[config.mk]
export PLATFORM = sky130hd
export DESIGN_NAME = mem_wb_pipe
export DESIGN_NICKNAME = d
export VERILOG_FILES = /design/src/rtl/mem_wb_pipe.sv
export SDC_FILE = /design/constraint.sdc
export NUM_CORES = 1
export LEC_CHECK = 0
export ABC_CLOCK_PERIOD_IN_PS = 2300
export CAP_MARGIN = 15
export CORE_MARGIN = 3
export CORE_UTILIZATION = 28
export DETAILED_ROUTE_END_ITERATION = 6
export GPL_TIMING_DRIVEN = 0
export RECOVER_POWER = 25
export SLEW_MARGIN = 20
export SYNTH_ARGS = -nofsm -noshare
export SYNTH_HDL_FRONTEND = slang
export SYNTH_SLANG_ARGS = --single-unit
[constraint.sdc]
create_clock -name clock -period 2.3 [get_ports clock]
set_input_delay 0.23 -clock clock [delete_from_list [all_inputs] [get_ports clock]]
set_output_delay 0.23 -clock clock [all_outputs]
set_load 0.01 [all_outputs]
[src/rtl/mem_wb_pipe.sv]
// MEM/WB pipeline stage: valid/ready op intake, req/ack data-memory port with watchdog, registered writeback.
// Optional build macro MEM_WB_MISALIGN_TRAP_EN turns misaligned accesses into an immediate error writeback.
module mem_wb_pipe #(
   parameter int DATA_W  = 32,
   parameter int RD_W    = 5,
   parameter int TIMEOUT = 15
) (
   input  logic                clock,
   input  logic                reset,
   input  logic                in_valid,
   output logic                in_ready,
   input  logic [DATA_W-1:0]   in_aluout,
   input  logic [DATA_W-1:0]   in_busb,
   input  logic [2:0]          in_memop,
   input  logic                in_memtoreg,
   input  logic                in_memwr,
   input  logic                in_regwr,
   input  logic [RD_W-1:0]     in_rd,
   output logic                dmem_req,
   output logic                dmem_we,
   output logic [DATA_W-1:0]   dmem_addr,
   output logic [DATA_W-1:0]   dmem_wdata,
   output logic [DATA_W/8-1:0] dmem_wmask,
   input  logic [DATA_W-1:0]   dmem_rdata,
   input  logic                dmem_ack,
   output logic                wb_valid,
   output logic                wb_regwr,
   output logic [RD_W-1:0]     wb_rd,
   output logic [DATA_W-1:0]   wb_data,
   output logic                wb_err
);

   localparam int NB = DATA_W / 8;
   localparam int LB = $clog2(NB);

   typedef enum logic [0:0] {IDLE = 1'b0, ACCESS = 1'b1} state_t;

   state_t              state_r, state_s;
   logic [7:0]          cnt_r, cnt_s;
   logic                in_ready_r, in_ready_s;
   logic                dmem_req_r, dmem_req_s;
   logic                dmem_we_r, dmem_we_s;
   logic [DATA_W-1:0]   dmem_addr_r, dmem_addr_s;
   logic [DATA_W-1:0]   dmem_wdata_r, dmem_wdata_s;
   logic [NB-1:0]       dmem_wmask_r, dmem_wmask_s;
   logic [1:0]          ld_sz_r, ld_sz_s;
   logic                ld_uns_r, ld_uns_s;
   logic [LB-1:0]       ld_off_r, ld_off_s;
   logic                regwr_r, regwr_s;
   logic [RD_W-1:0]     rd_r, rd_s;
   logic                wb_valid_r, wb_valid_s;
   logic                wb_regwr_r, wb_regwr_s;
   logic [RD_W-1:0]     wb_rd_r, wb_rd_s;
   logic [DATA_W-1:0]   wb_data_r, wb_data_s;
   logic                wb_err_r, wb_err_s;

   logic [1:0]          sz_s;
   logic [LB-1:0]       off_s, low_s, off_al_s;
   logic                mis_s, is_mem_s;
   logic [DATA_W-1:0]   addr_al_s;

   // Mask of the address bits that must be zero for an access of 2**sz bytes.
   function automatic logic [LB-1:0] size_low(input logic [1:0] sz);
      logic [LB-1:0] m;
      m = '0;
      for (int b = 0; b < LB; b++) m[b] = (b < int'(sz));
      return m;
   endfunction

   function automatic logic [DATA_W-1:0] replicate(input logic [DATA_W-1:0] d, input logic [1:0] sz);
      logic [DATA_W-1:0] r;
      r = '0;
      for (int i = 0; i < NB; i++) begin
         case (sz)
            2'd0:    r[8*i +: 8] = d[7:0];
            2'd1:    r[8*i +: 8] = d[8*(i%2) +: 8];
            2'd2:    r[8*i +: 8] = d[8*(i%4) +: 8];
            default: r[8*i +: 8] = d[8*(i%8) +: 8];
         endcase
      end
      return r;
   endfunction

   function automatic logic [NB-1:0] lane_mask(input logic [1:0] sz, input logic [LB-1:0] off_al);
      logic [NB-1:0] m;
      m = '0;
      for (int i = 0; i < NB; i++)
         m[i] = (i >= int'(off_al)) && (i < int'(off_al) + (32'd1 << sz));
      return m;
   endfunction

   function automatic logic [DATA_W-1:0] load_ext(input logic [DATA_W-1:0] rdata, input logic [1:0] sz,
                                                  input logic [LB-1:0] off_al, input logic uns);
      logic [DATA_W-1:0] sh, r;
      int                nbits;
      logic              ext;
      sh    = rdata >> {off_al, 3'b000};
      nbits = 32'd8 << sz;
      ext   = ~uns & sh[nbits-1];
      r     = '0;
      for (int i = 0; i < DATA_W; i++) r[i] = (i < nbits) ? sh[i] : ext;
      return r;
   endfunction

   // Decode access size and lane alignment of the incoming op.
   always_comb begin
      sz_s = in_memop[1:0];
      if (DATA_W == 32 && in_memop[1:0] == 2'd3) begin
         sz_s = 2'd2;
      end else begin
         sz_s = in_memop[1:0];
      end
      off_s     = in_aluout[LB-1:0];
      low_s     = size_low(sz_s);
      off_al_s  = off_s & ~low_s;
      mis_s     = |(off_s & low_s);
      addr_al_s = {in_aluout[DATA_W-1:LB], off_al_s};
      is_mem_s  = in_memtoreg | in_memwr;
   end

   // Next-state and next-output logic; writeback is a one-cycle pulse.
   always_comb begin
      state_s      = state_r;
      cnt_s        = cnt_r;
      in_ready_s   = in_ready_r;
      dmem_req_s   = dmem_req_r;
      dmem_we_s    = dmem_we_r;
      dmem_addr_s  = dmem_addr_r;
      dmem_wdata_s = dmem_wdata_r;
      dmem_wmask_s = dmem_wmask_r;
      ld_sz_s      = ld_sz_r;
      ld_uns_s     = ld_uns_r;
      ld_off_s     = ld_off_r;
      regwr_s      = regwr_r;
      rd_s         = rd_r;
      wb_valid_s   = 1'b0;
      wb_regwr_s   = 1'b0;
      wb_err_s     = 1'b0;
      wb_rd_s      = wb_rd_r;
      wb_data_s    = wb_data_r;
      case (state_r)
         IDLE: begin
            if (in_valid) begin
               if (!is_mem_s) begin
                  wb_valid_s = 1'b1;
                  wb_regwr_s = in_regwr;
                  wb_rd_s    = in_rd;
                  wb_data_s  = in_aluout;
               end else
`ifdef MEM_WB_MISALIGN_TRAP_EN
               if (mis_s) begin
                  wb_valid_s = 1'b1;
                  wb_err_s   = 1'b1;
                  wb_rd_s    = in_rd;
                  wb_data_s  = in_aluout;
               end else
`endif
               begin
                  state_s      = ACCESS;
                  cnt_s        = 8'd0;
                  in_ready_s   = 1'b0;
                  dmem_req_s   = 1'b1;
                  dmem_we_s    = in_memwr;
                  dmem_addr_s  = addr_al_s;
                  dmem_wdata_s = in_memwr ? replicate(in_busb, sz_s) : '0;
                  dmem_wmask_s = in_memwr ? lane_mask(sz_s, off_al_s) : '0;
                  ld_sz_s      = sz_s;
                  ld_uns_s     = in_memop[2];
                  ld_off_s     = off_al_s;
                  regwr_s      = in_regwr;
                  rd_s         = in_rd;
               end
            end else begin
               in_ready_s = 1'b1;
            end
         end
         ACCESS: begin
            if (dmem_ack || cnt_r == 8'(TIMEOUT - 1)) begin
               state_s      = IDLE;
               in_ready_s   = 1'b1;
               dmem_req_s   = 1'b0;
               dmem_we_s    = 1'b0;
               dmem_wmask_s = '0;
               wb_valid_s   = 1'b1;
               wb_rd_s      = rd_r;
               if (dmem_ack) begin
                  wb_regwr_s = regwr_r & ~dmem_we_r;
                  wb_data_s  = dmem_we_r ? dmem_addr_r : load_ext(dmem_rdata, ld_sz_r, ld_off_r, ld_uns_r);
               end else begin
                  wb_err_s  = 1'b1;
                  wb_data_s = dmem_addr_r;
               end
            end else begin
               cnt_s = cnt_r + 8'd1;
            end
         end
         default: begin
            state_s    = IDLE;
            in_ready_s = 1'b1;
            dmem_req_s = 1'b0;
         end
      endcase
   end

   // State and output registers.
   always_ff @(posedge clock or negedge reset) begin
      if (!reset) begin
         state_r      <= IDLE;
         cnt_r        <= 8'd0;
         in_ready_r   <= 1'b1;
         dmem_req_r   <= 1'b0;
         dmem_we_r    <= 1'b0;
         dmem_addr_r  <= '0;
         dmem_wdata_r <= '0;
         dmem_wmask_r <= '0;
         ld_sz_r      <= 2'd0;
         ld_uns_r     <= 1'b0;
         ld_off_r     <= '0;
         regwr_r      <= 1'b0;
         rd_r         <= '0;
         wb_valid_r   <= 1'b0;
         wb_regwr_r   <= 1'b0;
         wb_rd_r      <= '0;
         wb_data_r    <= '0;
         wb_err_r     <= 1'b0;
      end else begin
         state_r      <= state_s;
         cnt_r        <= cnt_s;
         in_ready_r   <= in_ready_s;
         dmem_req_r   <= dmem_req_s;
         dmem_we_r    <= dmem_we_s;
         dmem_addr_r  <= dmem_addr_s;
         dmem_wdata_r <= dmem_wdata_s;
         dmem_wmask_r <= dmem_wmask_s;
         ld_sz_r      <= ld_sz_s;
         ld_uns_r     <= ld_uns_s;
         ld_off_r     <= ld_off_s;
         regwr_r      <= regwr_s;
         rd_r         <= rd_s;
         wb_valid_r   <= wb_valid_s;
         wb_regwr_r   <= wb_regwr_s;
         wb_rd_r      <= wb_rd_s;
         wb_data_r    <= wb_data_s;
         wb_err_r     <= wb_err_s;
      end
   end

   assign in_ready   = in_ready_r;
   assign dmem_req   = dmem_req_r;
   assign dmem_we    = dmem_we_r;
   assign dmem_addr  = dmem_addr_r;
   assign dmem_wdata = dmem_wdata_r;
   assign dmem_wmask = dmem_wmask_r;
   assign wb_valid   = wb_valid_r;
   assign wb_regwr   = wb_regwr_r;
   assign wb_rd      = wb_rd_r;
   assign wb_data    = wb_data_r;
   assign wb_err     = wb_err_r;

endmodule

==> flow_metrics.py, run 1 <==
metrics = {
    "floorplan": {
        "start_util_pct": 28.7,
        "core_mm2": 0.0237,
        "die_area_mm2": 0.0262,
        "die_y_um": 162,
        "die_w_um": 162,
        "ios": 222,
        "num_rows": 56,
    },
    "worst_setup_path": {
        "rr_startpoint": "ld_sz_r[1]$_DFFE_PN0P_",
        "endpoint_kind": "flip-flop",
        "required_ps": 2600,
        "crit_type": "reg2reg",
        "critPathMaxFanout": 8,
        "worst_r2r_endpoint": "wb_data[12]$_DFFE_PN0P_",
        "ff2ff_path_depth": 9,
        "crit_path_start_kind": "flip-flop",
        "regToRegSetupSlack_ps": 80,
        "cp.arrival_ps": 2530,
    },
    "synthesis": {
        "synthArstFlopShare_pct": 100,
        "yosysWarnings": 0,
        "syn_area_mm2": 0.00679,
        "ys_types": 63,
        "ys_seq_area_share_pct": 47.5,
        "ys.flop_type": "dfrtp_1",
        "syn_avg_cell_area_um2": 9.08,
        "synthCells": 748,
        "syn_nets": 863,
        "synth_edf_count": 0,
        "yosys_register_bits": 129,
    },
    "clock_network": {
        "clk_latency_ps": 430,
        "cts_max_path_buffers": 2,
        "cts_inserted_buffers": 17,
        "numClockSinks": 129,
        "cts_tree": "done",
        "cts_root_buf": "clkbuf_16",
        "cts.clk_slew.worst_paths_ps": 70,
        "cts_max_level": 4,
    },
    "grt": {
        "overflow": 0,
        "grt_pass1_wl_um": 40100,
        "grt_max_degree": 76,
        "grt_usage_pct": 20.0,
        "grt_pass1_vias": 6646,
        "antenna_found_initial": 2,
    },
    "min_path": {
        "hold_path_end": "rd_r[3]$_DFFE_PN0P_",
        "hold_path_class": "in2reg",
        "hp-start": "in_rd[3]",
        "hold_depth": 3,
    },
    "place": {
        "dp_hpwl_um": 19800,
        "portBuffers": 221,
        "placed_cells_incl_taps": 1289,
        "globalplace.congestion": 0.887,
    },
    "timing": {
        "hold_ws_ps": 361,
        "rsz0062_at_grt": "no",
        "setup_violations": 0,
        "finClkSkew_ps": 11.4,
        "finalCritPeriodShare_pct": 96.7,
        "drv_slew": 0,
        "worst_pin_slew_ps": 1470,
        "hold_violations": 0,
        "min_period_ps": 2220,
        "fmax_mhz": 450,
        "relSlewSlack_pct": 1.78,
    },
    "run_status": {
        "status": "complete, no violations",
    },
    "routing": {
        "vias": 6679,
        "drcViolationCount": 0,
        "drt_iter0_drc": 463,
        "vias_per_cell": 5.05,
        "wire_per_inst_um": 20.0,
        "ant_nets": 0,
        "wl_um": 26500,
        "drt_first_pass_iters": 5,
    },
    "cells_and_area": {
        "final_core_util_pct": 43.0,
        "area_growth_pct": 50.0,
        "final_common_cell": "clkdlybuf4s50_1",
        "drive_gt1_share_pct": 9.56,
        "finalNetCount": 1106,
        "antenna_cells": 0,
        "stdcell_count": 1323,
        "nFillCells": 2417,
        "most-common-layout-cells": "220 x clkdlybuf4s50_1, 180 x nand2_1, 126 x dfrtp_1",
    },
    "power_and_ir_drop": {
        "p_per_area_mw_per_mm2": 930,
        "power_uw": 9480,
        "peakVddDrop_uv": 576,
        "p_leak_uw": 0.00434,
    },
    "run": {
        "cap_violations": 0,
    },
}
[layer usage]
layer,global-route usage [%],share of wire (%),up-vias,wire length (um)
met4,6.90,2.7,4,712
met2,29.8,44,294,11700
met3,6.55,9.2,41,2430
met5,0,0.10,-,27
li1,-,-,3121,-
met1,27.4,44,3219,11600
[flip-flops by register name (all words and copies together), names as in the netlist]
name and cells:
dmem_addr 32, dmem_wdata 32, wb_data 32, cnt_r 8, rd_r 5, wb_rd 5, dmem_wmask 4, ld_sz_r 2
dmem_req 1, dmem_we 1, in_ready 1, ld_uns_r 1, regwr_r 1, state_r 1, wb_err 1, wb_regwr 1
wb_valid 1
[area by class of cell]
cell class	instances	area (um^2)	share of cell area [%]
Multi-Input combinational cell	557	3350	32.9
Sequential cell	129	3230	31.7
Timing Repair Buffer	225	2260	22.2
Clock buffer	18	429	4.21
Tap cell	319	399	3.92
Buffer	54	260	2.55
Clock inverter	14	228	2.23
Inverter	7	28.8	0.282
[kinds of logic after synthesis]
| kind of cell | Yosys count | share of synthesized area, % |
|---|---|---|
| simple gates | 299 | 19.0 |
| compound gates | 198 | 20.5 |
| flops | 129 | 47.5 |
| buf+inv | 62 | 4.00 |
| mux | 49 | 7.40 |
| xor+xnor | 7 | 0.902 |
| fa+ha+maj | 4 | 0.737 |
[worst max-delay path by stage]
stage,start,end,slack (ps),cells past startpoint
4_1_cts,cnt_r[0]$_DFFE_PN0P_,wb_data[13]$_DFFE_PN0P_,5,9
6_report,ld_sz_r[1]$_DFFE_PN0P_,wb_data[12]$_DFFE_PN0P_,80,9
3_3_place_gp,reset,wb_data[11]$_DFFE_PN0P_,-4590,1
5_1_grt,cnt_r[0]$_DFFE_PN0P_,wb_data[27]$_DFFE_PN0P_,5,8
3_5_place_dp,in_memop[1],dmem_wmask[2]$_DFFE_PN0P_,-510,10
2_1_floorplan,ld_sz_r[1]$_DFFE_PN0P_,wb_data[12]$_DFFE_PN0P_,110,9
[synth_stat cells, types with 5 or more instances]
| library cell | number | area (um^2) |
|---|---|---|
| nand3_1 | 8 | 40.0 |
| o311ai_0 | 5 | 43.8 |
| nor2_1 | 60 | 225 |
| buf_1 | 7 | 26.3 |
| clkbuf_1 | 36 | 135 |
| nor2b_1 | 10 | 62.6 |
| xor2_1 | 6 | 52.6 |
| nand2b_1 | 6 | 37.5 |
| a221oi_1 | 10 | 87.6 |
| and2_1 | 8 | 50.1 |
| o22a_1 | 8 | 70.1 |
| or3_1 | 8 | 50.1 |
| a22o_1 | 10 | 87.6 |
| a221oi_2 | 13 | 195 |
| a21oi_1 | 19 | 95.1 |
| mux2i_1 | 44 | 440 |
| o211ai_1 | 9 | 67.6 |
| dfrtp_1 | 128 | 3200 |
| nand2_1 | 180 | 676 |
| a2bb2oi_1 | 7 | 61.3 |
| o21ai_1 | 9 | 45.0 |
| a211oi_1 | 7 | 52.6 |
| o21ai_0 | 87 | 435 |
| buf_2 | 8 | 40.0 |
| inv_1 | 5 | 18.8 |
[power breakdown]
part	internal, uW	total [uW]	switching [uW]
registers	2810	3210	400
clock network	1940	3070	1120
logic	1610	3210	1590
total	6370	9480	3110
[critical path, stage by stage, from the launching register on]
cell and delay [ps]:
dfrtp_1 370, buf_6 120, or2_1 230, buf_6 130, ha_4 260, nor2_1 50, o2111a_1 120, a311o_2 480
a221oi_2 250, o21ai_1 90
[stage by stage]
| stage | TNS [ps] | area, um^2 | setup slack [ps] |
|---|---|---|---|
| detailed placement | -11700 | 9440 | -512 |
| CTS | 0 | 10100 | 5.05 |
| floorplan | 0 | 6790 | 110 |
| finish | 0 | 10200 | 75.5 |
| global placement | -599670 | 9410 | -4590 |
| global route | 0 | 10200 | 5.46 |
[repair_timing]
item | in CTS | in global routing
gates resized for setup | 12 | 21
hold buffers | 1 | 0
setup buffers | 0 | 2
pin swaps | 1 | 6
setup endpoints to repair | 56 | 57
endpoints found under the hold margin | 54 | 0
Note: power is estimated with default switching activity, not from simulation.
==> inputs of run 2 (changes only) <==
--- a/config.mk
+++ b/config.mk
@@ -7,10 +7,11 @@
 export LEC_CHECK = 0
 export ABC_CLOCK_PERIOD_IN_PS = 2300
 export CAP_MARGIN = 15
-export CORE_MARGIN = 3
-export CORE_UTILIZATION = 28
+export CORE_MARGIN = 2
+export CORE_UTILIZATION = 35
 export DETAILED_ROUTE_END_ITERATION = 6
 export GPL_TIMING_DRIVEN = 0
+export PLACE_DENSITY = 0.66
 export RECOVER_POWER = 25
 export SLEW_MARGIN = 20
 export SYNTH_ARGS = -nofsm -noshare
==> run 2 against run 1 <==
  * The run now ends with max-capacitance violations, max-slew violations left
  * Register-to-register slack is essentially flat
  * Clock-buffer cell count up 1
  * Design area is 1.1% lower
  * Critical path depth stayed put
==> flow_metrics.py, run 2 (synthesis gave the netlist of run 1 again) <==
metrics = {
    "floorplan": {
        "core_mm2": 0.0189,
        "die_y_um": 143,
        "start_util_pct": 36.0,
        "die_area_mm2": 0.0205,
        "ios": 222,
        "num_rows": 50,
        "die_w_um": 143,
    },
    "cells_and_area": {
        "finalNetCount": 1107,
        "most-common-layout-cells": "220 x clkdlybuf4s50_1, 180 x nand2_1, 126 x dfrtp_1",
        "fin_area_mm2": 0.0101,
        "multi_input_area_mm2": 0.00336,
        "area_growth_pct": 48.4,
        "final_core_util_pct": 53.4,
        "drive_gt1_share_pct": 9.95,
        "nFillCells": 1770,
        "final-seq-area_mm2": 0.00323,
        "final_common_cell": "clkdlybuf4s50_1",
    },
    "routing": {
        "wl_um": 25000,
        "vias": 6718,
        "ant_nets": 0,
        "wire_per_inst_um": 19.7,
        "drcViolationCount": 0,
        "drt_first_pass_iters": 6,
        "drt_iter0_drc": 540,
        "vias_per_cell": 5.31,
    },
    "clock_network": {
        "cts.clk_slew.worst_paths_ps": 60,
        "cts_root_buf": "clkbuf_16",
        "cts_max_path_buffers": 2,
        "cts_inserted_buffers": 17,
        "clk_latency_ps": 430,
        "numClockSinks": 129,
        "cts_max_level": 4,
        "cts_tree": "done",
    },
    "grt": {
        "grt_max_degree": 70,
        "antenna_found_initial": 1,
        "grt_pass1_wl_um": 38000,
        "grt_pass1_vias": 6570,
        "grt_usage_pct": 24.6,
        "overflow": 0,
    },
    "timing": {
        "setup_ws_ps": 64.0,
        "drv_slew": 61,
        "hold_violations": 0,
        "min_period_ps": 2240,
        "fmax_mhz": 447,
        "finalCritPeriodShare_pct": 97.2,
        "relSlewSlack_pct": -6.77,
        "finClkSkew_ps": 9.48,
        "worst_pin_slew_ps": 1600,
        "setup_violations": 0,
    },
    "worst_setup_path": {
        "crit_type": "reg2reg",
        "critPathMaxFanout": 10,
        "required_ps": 2610,
        "slowest_delay_ps": 470,
        "crit_top_cell": "buf_6",
        "crit_chain": "buf_6, or2_1, buf_6, ha_4, nor2_1, o2111a_1, a311o_2, a221oi_2, o21ai_1",
        "critPathSlowestCell": "a311o_2",
        "crit_path_start_kind": "flip-flop",
        "endpoint_kind": "flip-flop",
        "cp.arrival_ps": 2540,
    },
    "place": {
        "portBuffers": 221,
        "dp_hpwl_um": 18400,
        "place_ws_ps": -451,
        "globalplace.congestion": 0.921,
        "dpl-instance-area_mm2": 0.00936,
    },
    "power_and_ir_drop": {
        "p_per_area_mw_per_mm2": 914,
        "p_leak_uw": 0.00433,
        "power_uw": 9210,
        "peakVddDrop_uv": 627,
    },
    "run": {
        "cap_violations": 1,
    },
    "run_status": {
        "status": "finished, violations left",
        "violations": "max-capacitance violations, max-slew violations",
    },
    "min_path": {
        "hold_path_class": "in2reg",
    },
}
[run 2: cell count changes in the layout (fill, tap and decap cells not counted)]
cell       delta
bufinv_16     -3
clkbuf_1      -4
clkbuf_2      +4
clkbuf_8      +2
clkinv_2      +1
clkinv_4      -1
diode_2       +1
inv_6         +3
inv_8         -1
o211a_2       -1
o211a_4       +1
o21a_1        +1
o21a_2        -1
[run 2: cell type report]
| type | instances | area share, % |
|---|---|---|
| repair buffers | 225 | 22.4 |
| well taps | 260 | 3.23 |
| flip-flops and latches | 129 | 32.1 |
| multi-input cells | 557 | 33.3 |
| inverters | 7 | 0.286 |
| clock inverters | 13 | 1.48 |
| plain buffers | 55 | 2.67 |
| clock buffers | 19 | 4.49 |
| diodes | 1 | 0.0248 |
[run 2: per-stage QoR]
stage | hold slack [ps] | TNS [ps] | cells
global placement | 459 | -576450 | 1229
CTS | 337 | -174 | 1263
floorplan | -65.6 | 0 | 748
global route | 368 | -48.4 | 1265
detailed placement | 203 | -12380 | 1230
finish | 365 | 0 | 1266
[run 2: timing repair]
item | in CTS | in global routing
hold endpoints to repair | 60 | 0
pin swaps | 1 | 3
setup buffers | 0 | 2
setup endpoints to repair | 55 | 84
resized for setup | 10 | 30
hold buffers | 1 | 0
[run 2: worst max-delay path: cells and delay by family (launching register included)]
kind	cells	cell delay [ps]
buffers and inverters	2	270
flip-flops	1	380
adder cells (fa/ha/maj)	1	270
AND/OR/NAND/NOR	2	260
AO/OA/AOI/OAI	4	920
[run 2: metal layers]
metal	vias to the layer above	global-route usage, %	wire length [um]
met1	3257	33.2	10700
li1	3125	-	-
met4	2	7.43	649
met3	48	7.66	2130
met5	-	0	17
met2	286	37.9	11500
[run 2: path summary, 6_finish.rpt]
kind / start / cells past startpoint / slack (ps) / endpoint
setup / recovery: ld_sz_r[1]$_DFFE_PN0P_ / 9 / 60 / wb_data[13]$_DFFE_PN0P_
hold / removal: in_rd[3] / 3 / 360 / rd_r[3]$_DFFE_PN0P_
setup reg to reg: ld_sz_r[1]$_DFFE_PN0P_ / 9 / 60 / wb_data[13]$_DFFE_PN0P_
hold reg to reg: wb_rd[4]$_DFFE_PN0P_ / 2 / 480 / wb_rd[4]$_DFFE_PN0P_
max in group asynchronous: reset / 3 / 470 / in_ready$_DFFE_PN1P_
min in group asynchronous: reset / 2 / 740 / rd_r[0]$_DFFE_PN0P_
[run 2: report_power, final]
part | internal [uW] | total (uW) | leakage (uW) | switching [uW]
Sequential | 2810 | 3190 | 0.00161 | 380
Combinational | 1620 | 3220 | 0.00242 | 1590
Clock | 1670 | 2810 | 0.000288 | 1140
Total | 6100 | 9210 | 0.00433 | 3110
==> inputs of run 3 (changes only) <==
--- a/config.mk
+++ b/config.mk
@@ -6,7 +6,6 @@
 export NUM_CORES = 1
 export LEC_CHECK = 0
 export ABC_CLOCK_PERIOD_IN_PS = 2300
-export CAP_MARGIN = 15
 export CORE_MARGIN = 2
 export CORE_UTILIZATION = 35
 export DETAILED_ROUTE_END_ITERATION = 6
==> results of run 3 <==
The final DEF is identical to that of run 2; final timing and power are the same.
